===== config.mk =====
export PLATFORM = sky130hd
export DESIGN_NAME = cam_stream_arbiter
export DESIGN_NICKNAME = d
export VERILOG_FILES = /design/src/rtl/cam_stream_arbiter.sv
export SDC_FILE = /design/constraint.sdc
export NUM_CORES = 1
export LEC_CHECK = 0
export BUFFER_PORTS_ARGS = -buffer_cell sky130_fd_sc_hd__buf_2
export CAP_MARGIN = 20
export CELL_PAD_IN_SITES_DETAIL_PLACEMENT = 0
export CELL_PAD_IN_SITES_GLOBAL_PLACEMENT = 2
export CORE_ASPECT_RATIO = 0.6
export CORE_MARGIN = 2
export CORE_UTILIZATION = 36
export DETAILED_ROUTE_END_ITERATION = 10
export GPL_ROUTABILITY_DRIVEN = 0
export PLACE_DENSITY_LB_ADDON = 0.15
export SYNTH_ARGS = -nofsm -noshare
export SYNTH_HDL_FRONTEND = slang
export SYNTH_SLANG_ARGS = --single-unit

===== constraint.sdc =====
create_clock -name clk_i -period 5.5 [get_ports clk_i]
set_input_delay 0.275 -clock clk_i [delete_from_list [all_inputs] [get_ports clk_i]]
set_output_delay 0.275 -clock clk_i [all_outputs]
set_load 0.05 [all_outputs]

===== src/rtl/cam_stream_arbiter.sv =====
// rtl/cam_stream_arbiter.sv - frame-synchronous 2:1 camera stream arbiter
//
// Shares one RAW pixel pipe between camera 0 and camera 1. The output source
// only changes while the owning camera is between frames, so the image pipe
// never sees a truncated frame. A switch is requested by software
// (sw_req_i/sw_sel_i) or raised automatically every frames_per_src_i frames.
//
// Ports
//   clk_i            pixel clock, all logic on the rising edge
//   reset            synchronous active-high reset
//   sw_req_i         1-cycle pulse: switch to source sw_sel_i
//   sw_sel_i         requested source, sampled with sw_req_i
//   auto_en_i        alternate sources every frames_per_src_i frames
//   frames_per_src_i frames per source in auto mode (0 behaves as 1)
//   cam0_*/cam1_*    frame valid, line valid and pixel of each camera
//   fv_o/lv_o/data_o forwarded stream, 1-cycle latency, data_o=0 when lv_o=0
//   active_src_o     source currently owning the output
//   busy_o           waiting for a source or a switch is pending
//   switch_done_o    1-cycle pulse when a source has been acquired
//   err_o            sticky: acquisition wait timed out

module cam_stream_arbiter #(
  parameter int DW          = 10,
  parameter int TIMEOUT_CYC = 1048576
) (
  input  logic          clk_i,
  input  logic          reset,
  input  logic          sw_req_i,
  input  logic          sw_sel_i,
  input  logic          auto_en_i,
  input  logic [7:0]    frames_per_src_i,
  input  logic          cam0_fv_i,
  input  logic          cam0_lv_i,
  input  logic [DW-1:0] cam0_data_i,
  input  logic          cam1_fv_i,
  input  logic          cam1_lv_i,
  input  logic [DW-1:0] cam1_data_i,
  output logic          fv_o,
  output logic          lv_o,
  output logic [DW-1:0] data_o,
  output logic          active_src_o,
  output logic          busy_o,
  output logic          switch_done_o,
  output logic          err_o
);

  localparam int              WCW       = $clog2(TIMEOUT_CYC);
  localparam logic [WCW-1:0]  WAIT_LAST = WCW'(TIMEOUT_CYC - 1);

  typedef enum logic {
    S_WAIT   = 1'b0,
    S_STREAM = 1'b1
  } state_t;

  state_t          state_q, state_d;
  logic            sel_q, sel_d;
  logic            target_q, target_d;
  logic            pending_q, pending_d;
  logic [7:0]      frame_cnt_q, frame_cnt_d;
  logic [WCW-1:0]  wait_cnt_q, wait_cnt_d;
  logic            fv_prev_q, fv_prev_d;
  logic            err_q, err_d;
  logic            fv_o_q, fv_o_d;
  logic            lv_o_q, lv_o_d;
  logic [DW-1:0]   data_o_q, data_o_d;
  logic            busy_q, busy_d;
  logic            done_q, done_d;

  // Selected-source view of the camera inputs.
  logic            cur_fv;
  logic            cur_lv;
  logic [DW-1:0]   cur_data;
  // In S_WAIT a request issued this cycle already decides which camera we
  // wait on, so an immediately idle camera is acquired without extra delay.
  logic            eff_target;
  logic            tgt_fv;
  logic [7:0]      fps_m1;
  logic            fv_fall;
  logic            auto_hit;
  logic            fwd_lv;

  always_comb begin
    cur_fv     = sel_q ? cam1_fv_i   : cam0_fv_i;
    cur_lv     = sel_q ? cam1_lv_i   : cam0_lv_i;
    cur_data   = sel_q ? cam1_data_i : cam0_data_i;
    eff_target = sw_req_i ? sw_sel_i : target_q;
    tgt_fv     = eff_target ? cam1_fv_i : cam0_fv_i;
    fps_m1     = (frames_per_src_i == 8'd0) ? 8'd0 : frames_per_src_i - 8'd1;
    fv_fall    = fv_prev_q & ~cur_fv;
    // >= rather than == so that lowering frames_per_src_i mid-run still
    // expires on the next frame instead of after a counter wrap.
    auto_hit   = auto_en_i & fv_fall & (frame_cnt_q >= fps_m1);
    fwd_lv     = cur_fv & cur_lv;
  end

  always_comb begin
    state_d     = state_q;
    sel_d       = sel_q;
    target_d    = target_q;
    pending_d   = pending_q;
    frame_cnt_d = frame_cnt_q;
    wait_cnt_d  = wait_cnt_q;
    fv_prev_d   = fv_prev_q;
    err_d       = err_q;
    fv_o_d      = 1'b0;
    lv_o_d      = 1'b0;
    data_o_d    = '0;
    done_d      = 1'b0;

    if (sw_req_i) begin
      err_d = 1'b0;
    end

    case (state_q)
      S_WAIT: begin
        target_d = eff_target;
        if (sw_req_i) begin
          wait_cnt_d = '0;
        end
        if (!tgt_fv) begin
          // Target is between frames: take it now; the first rising fv seen
          // from here on starts a complete frame.
          state_d     = S_STREAM;
          sel_d       = eff_target;
          frame_cnt_d = 8'd0;
          pending_d   = 1'b0;
          fv_prev_d   = 1'b0;
          wait_cnt_d  = '0;
          done_d      = 1'b1;
        end else if (!sw_req_i) begin
          if (wait_cnt_q == WAIT_LAST) begin
            err_d = 1'b1;
          end else begin
            wait_cnt_d = wait_cnt_q + WCW'(1);
          end
        end
      end

      S_STREAM: begin
        fv_o_d    = cur_fv;
        lv_o_d    = fwd_lv;
        data_o_d  = fwd_lv ? cur_data : '0;
        fv_prev_d = cur_fv;

        if (fv_fall) begin
          frame_cnt_d = (frame_cnt_q >= fps_m1) ? 8'd0 : frame_cnt_q + 8'd1;
        end

        // A software request in the same cycle as an auto expiry wins,
        // including a request that merely cancels.
        if (sw_req_i) begin
          if (sw_sel_i != sel_q) begin
            pending_d = 1'b1;
            target_d  = sw_sel_i;
          end else begin
            pending_d = 1'b0;
          end
        end else if (auto_hit) begin
          pending_d = 1'b1;
          target_d  = ~sel_q;
        end

        // Leave only while the current source is outside a frame; this cycle
        // is still forwarded (fv low), so nothing of the frame is lost.
        if (pending_d && !cur_fv) begin
          state_d     = S_WAIT;
          pending_d   = 1'b0;
          frame_cnt_d = 8'd0;
          wait_cnt_d  = '0;
        end
      end

      default: begin
        state_d = S_WAIT;
      end
    endcase

    busy_d = (state_d == S_WAIT) | pending_d;
  end

  always_ff @(posedge clk_i) begin
    if (reset) begin
      state_q     <= S_WAIT;
      sel_q       <= 1'b0;
      target_q    <= 1'b0;
      pending_q   <= 1'b0;
      frame_cnt_q <= 8'd0;
      wait_cnt_q  <= '0;
      fv_prev_q   <= 1'b0;
      err_q       <= 1'b0;
      fv_o_q      <= 1'b0;
      lv_o_q      <= 1'b0;
      data_o_q    <= '0;
      busy_q      <= 1'b1;
      done_q      <= 1'b0;
    end else begin
      state_q     <= state_d;
      sel_q       <= sel_d;
      target_q    <= target_d;
      pending_q   <= pending_d;
      frame_cnt_q <= frame_cnt_d;
      wait_cnt_q  <= wait_cnt_d;
      fv_prev_q   <= fv_prev_d;
      err_q       <= err_d;
      fv_o_q      <= fv_o_d;
      lv_o_q      <= lv_o_d;
      data_o_q    <= data_o_d;
      busy_q      <= busy_d;
      done_q      <= done_d;
    end
  end

  assign fv_o          = fv_o_q;
  assign lv_o          = lv_o_q;
  assign data_o        = data_o_q;
  assign active_src_o  = sel_q;
  assign busy_o        = busy_q;
  assign switch_done_o = done_q;
  assign err_o         = err_q;

endmodule


==> impl_metrics.tcl <==
set metrics [dict create \
    status "finished, final reports clean" \
    timing.critical_path.to_type "flop" \
    met2_usage_pct 22.3 \
    layout-drive-gt1-share_pct 21.6 \
    critPathLaunchType "input pin" \
    p_leak_nw 1.29 \
    postSynth.topFlopCell "dfxtp_1" \
    detail_route.first_pass.iterations 5 \
    detailed_place.area_sq_mm 0.00325 \
    cap_violations 0 \
    syn_inst 340 \
    cts_max_path_buffers 2 \
    syn_to_final_growth_pct 16.1 \
    cts_sinks 48 \
    worst_path_maximum_fanout 22 \
    synthesis.area_per_instance_sq_um 8.64 \
    achievable_freq_ghz 0.267 \
    setup_viol 0 \
    postRouteWirelength_microns 7340 \
    cts_buffers 5 \
    die_area_sq_mm 0.00892 \
    final_antenna_net_count 0 \
    fp.dieW_microns 121 \
    num_vias 2683 \
    rows 25 \
    grt_pass1_vias 2410 \
    syn-num-nets 388 \
    slew_at_the_pin_with_the_worst_max_slew_slack_ns 0.939 \
    finalHoldViolCount 0 \
    grt_setup_unrepaired "no" \
    worst_hold_path_type "input pin to flop" \
    drc 0 \
    die_height_microns 74.0 \
    mappedNetlistArea_sq_mm 0.00294 \
    fillerInstances 828 \
    insertedDiodeCount 0 \
    drt_iter0_markers 208 \
    largest_register "wait_cnt_q" \
    starting_density_of_the_core_pct 37.3 \
    ir_worst_vdd_mv 0.0974 \
    groute.layer.met1.usage_pct 27.6 \
    io_pins 53 \
    slew_headroom_pct 37.3 \
    detailed_place_hpwl_microns 5400 \
    timing.final.crit_share_pct 68.1 \
    powerDensity_mw_per_mm2 248 \
    antenna_found_initial 0 \
    yosys_warnings 0 \
    cts.root.buffer_cell "clkbuf_16" \
    final.setup.tns_ns 0 \
    synth_common_cells "dfxtp_1 (48), nand2_1 (34), nor2_1 (31)" \
    multi_input_area_sq_mm 0.00183 \
    yosysTopAreaCellShare_pct 32.7 \
    grt_max_degree 37 \
    routed_wire_length_per_instance_microns 14.9 \
    clock_latency_ns 0.29 \
    synth_sequential_area_ratio_pct 32.7 \
    grt_use_met3_pct 4.60 \
    largest_reg_flops 20 \
    level_count_of_the_clock_h_tree 2 \
    finalNetCount 431 \
    fin_worst_hold_slack_ns 0.217 \
    first_pass_grt_wire_length_microns 12200 \
    area.sequential_sq_um 961 \
    fin_area_sq_mm 0.00341 \
    vias_cell 5.45 \
    cts_tree "done" \
    finalMaxSlewViolations 0 \
    port-buffer-count 52 \
    timing.final.crit_period_ns 3.75 \
    cts.hold.buffers_added 0 \
    globalRoute.totalOverflow 0 \
    critPathRequiredTime_ns 5.67 \
    grtUsageTotal_pct 17.2 \
    ctsResizeCount 0 \
    synth.distinct_cells 64 \
    synth_enable_flop_cells 0 \
    clk_pin_slew_worst_paths_ns 0.06 \
    synth-seq-cells 48 \
    synth-async-reset-ratio_pct 0 \
    ys_top_cells_by_area "dfxtp_1 (33%), mux2i_1 (5.1%), ha_1 (4.7%), nand2_1 (4.3%), nor2_1 (4.0%)" \
    final.setup_skew_ns 0.00520 \
    core_region_area_sq_mm 0.00788 \
    netlist.top_cell.by_area "dfxtp_1" \
    critPathKind "input pin to flop" \
    grt_busiest_layer "met1" \
    post-cts-setup-buffers 0 \
    arrival_ns 3.92 \
    synth.most_common_cell "dfxtp_1" \
]
[cells by family (layout without fill, tap and decap cells)]
| kind of cell | after synthesis | after routing | synth area share, % |
|---|---|---|---|
| adders and majority gates | 11 | 11 | 4.68 |
| xor gates and xnor gates | 3 | 3 | 0.895 |
| AOI/OAI and AO/OA | 96 | 96 | 26.2 |
| muxes | 16 | 16 | 5.49 |
| DFF | 48 | 48 | 32.7 |
| buffers and inverters | 31 | 75 | 5.11 |
| and+or+nand+nor | 135 | 135 | 24.9 |
[worst max-delay path, cell delays in order]
cell       delay (ns)
buf_2            0.10
inv_1            0.06
ha_1             0.15
nor2b_1          0.25
nand3b_1         0.15
or3_1            0.43
and2_1           0.20
ha_1             0.27
nand2b_4         0.15
a2111oi_4        0.43
nor4bb_4         0.13
o31ai_2          0.23
nand2_1          0.59
o311ai_0         0.50
[worst paths after layout]
check | start | endpoint | slack, ns | cells past startpoint
min reg2reg | wait_cnt_q[13] | wait_cnt_q[13] | 0.48 | 1
max | frames_per_src_i[0] | wait_cnt_q[19] | 1.75 | 14
min | cam0_data_i[6] | data_o[6] | 0.22 | 3
max reg2reg | active_src_o | wait_cnt_q[17] | 2.44 | 6
[where the power goes]
part | switching, W | internal (W) | leakage [nW]
clock | 0.000131 | 0.000214 | 0.0808
combinational | 0.0000831 | 0.0000510 | 0.821
sequential | 0.0000114 | 0.000355 | 0.388
[final cells by class]
cell class,count,share of cell area (%)
clock buffer,6,3.78
timing repair buffer,53,7.85
sequential,48,28.2
clock inverter,2,1.03
multi-input combinational,261,53.7
inverter,14,1.54
tap,108,3.96
[stage by stage]
| step | std cells | utilization [%] | power (W) | setup slack [ns] |
|---|---|---|---|---|
| global placement | 484 | 41.2 | 0.000508 | 1.55 |
| finish | 492 | 43.3 | 0.000845 | 1.75 |
| global route | 492 | 43.3 | 0.000885 | 1.39 |
| floorplan | 340 | - | 0.000472 | 2.35 |
| CTS | 492 | 43.3 | 0.000854 | 1.73 |
| detailed placement | 484 | 41.2 | 0.000509 | 1.43 |
[routing by layer]
metal  vias to the layer above  part of all wire [%]  wire length (microns)
met5                         -                     0                      0
met4                         0                  0.38                     28
li1                       1367                     -                      -
met1                      1245                    57                   4160
met2                        66                    37                   2730
met3                         5                   5.7                    418
[cell usage in the layout (no fill, tap or decap), types with 4 or more instances in the layout]
master / n
buf_2: 52
dfxtp_1: 48
nand2_1: 34
nor2_1: 31
mux2i_1: 15
o21ai_0: 15
nor3_1: 14
inv_1: 14
a21oi_1: 13
ha_1: 11
a31oi_1: 8
nand3_1: 8
and3_1: 7
and2_1: 6
a311oi_1: 6
a32o_1: 6
nor3b_1: 5
a311oi_2: 5
clkbuf_16: 5
nor2b_1: 4
or3_1: 4
nand2b_1: 4
a211oi_1: 4
o22ai_1: 4
Note: power is estimated with default switching activity, not from simulation.
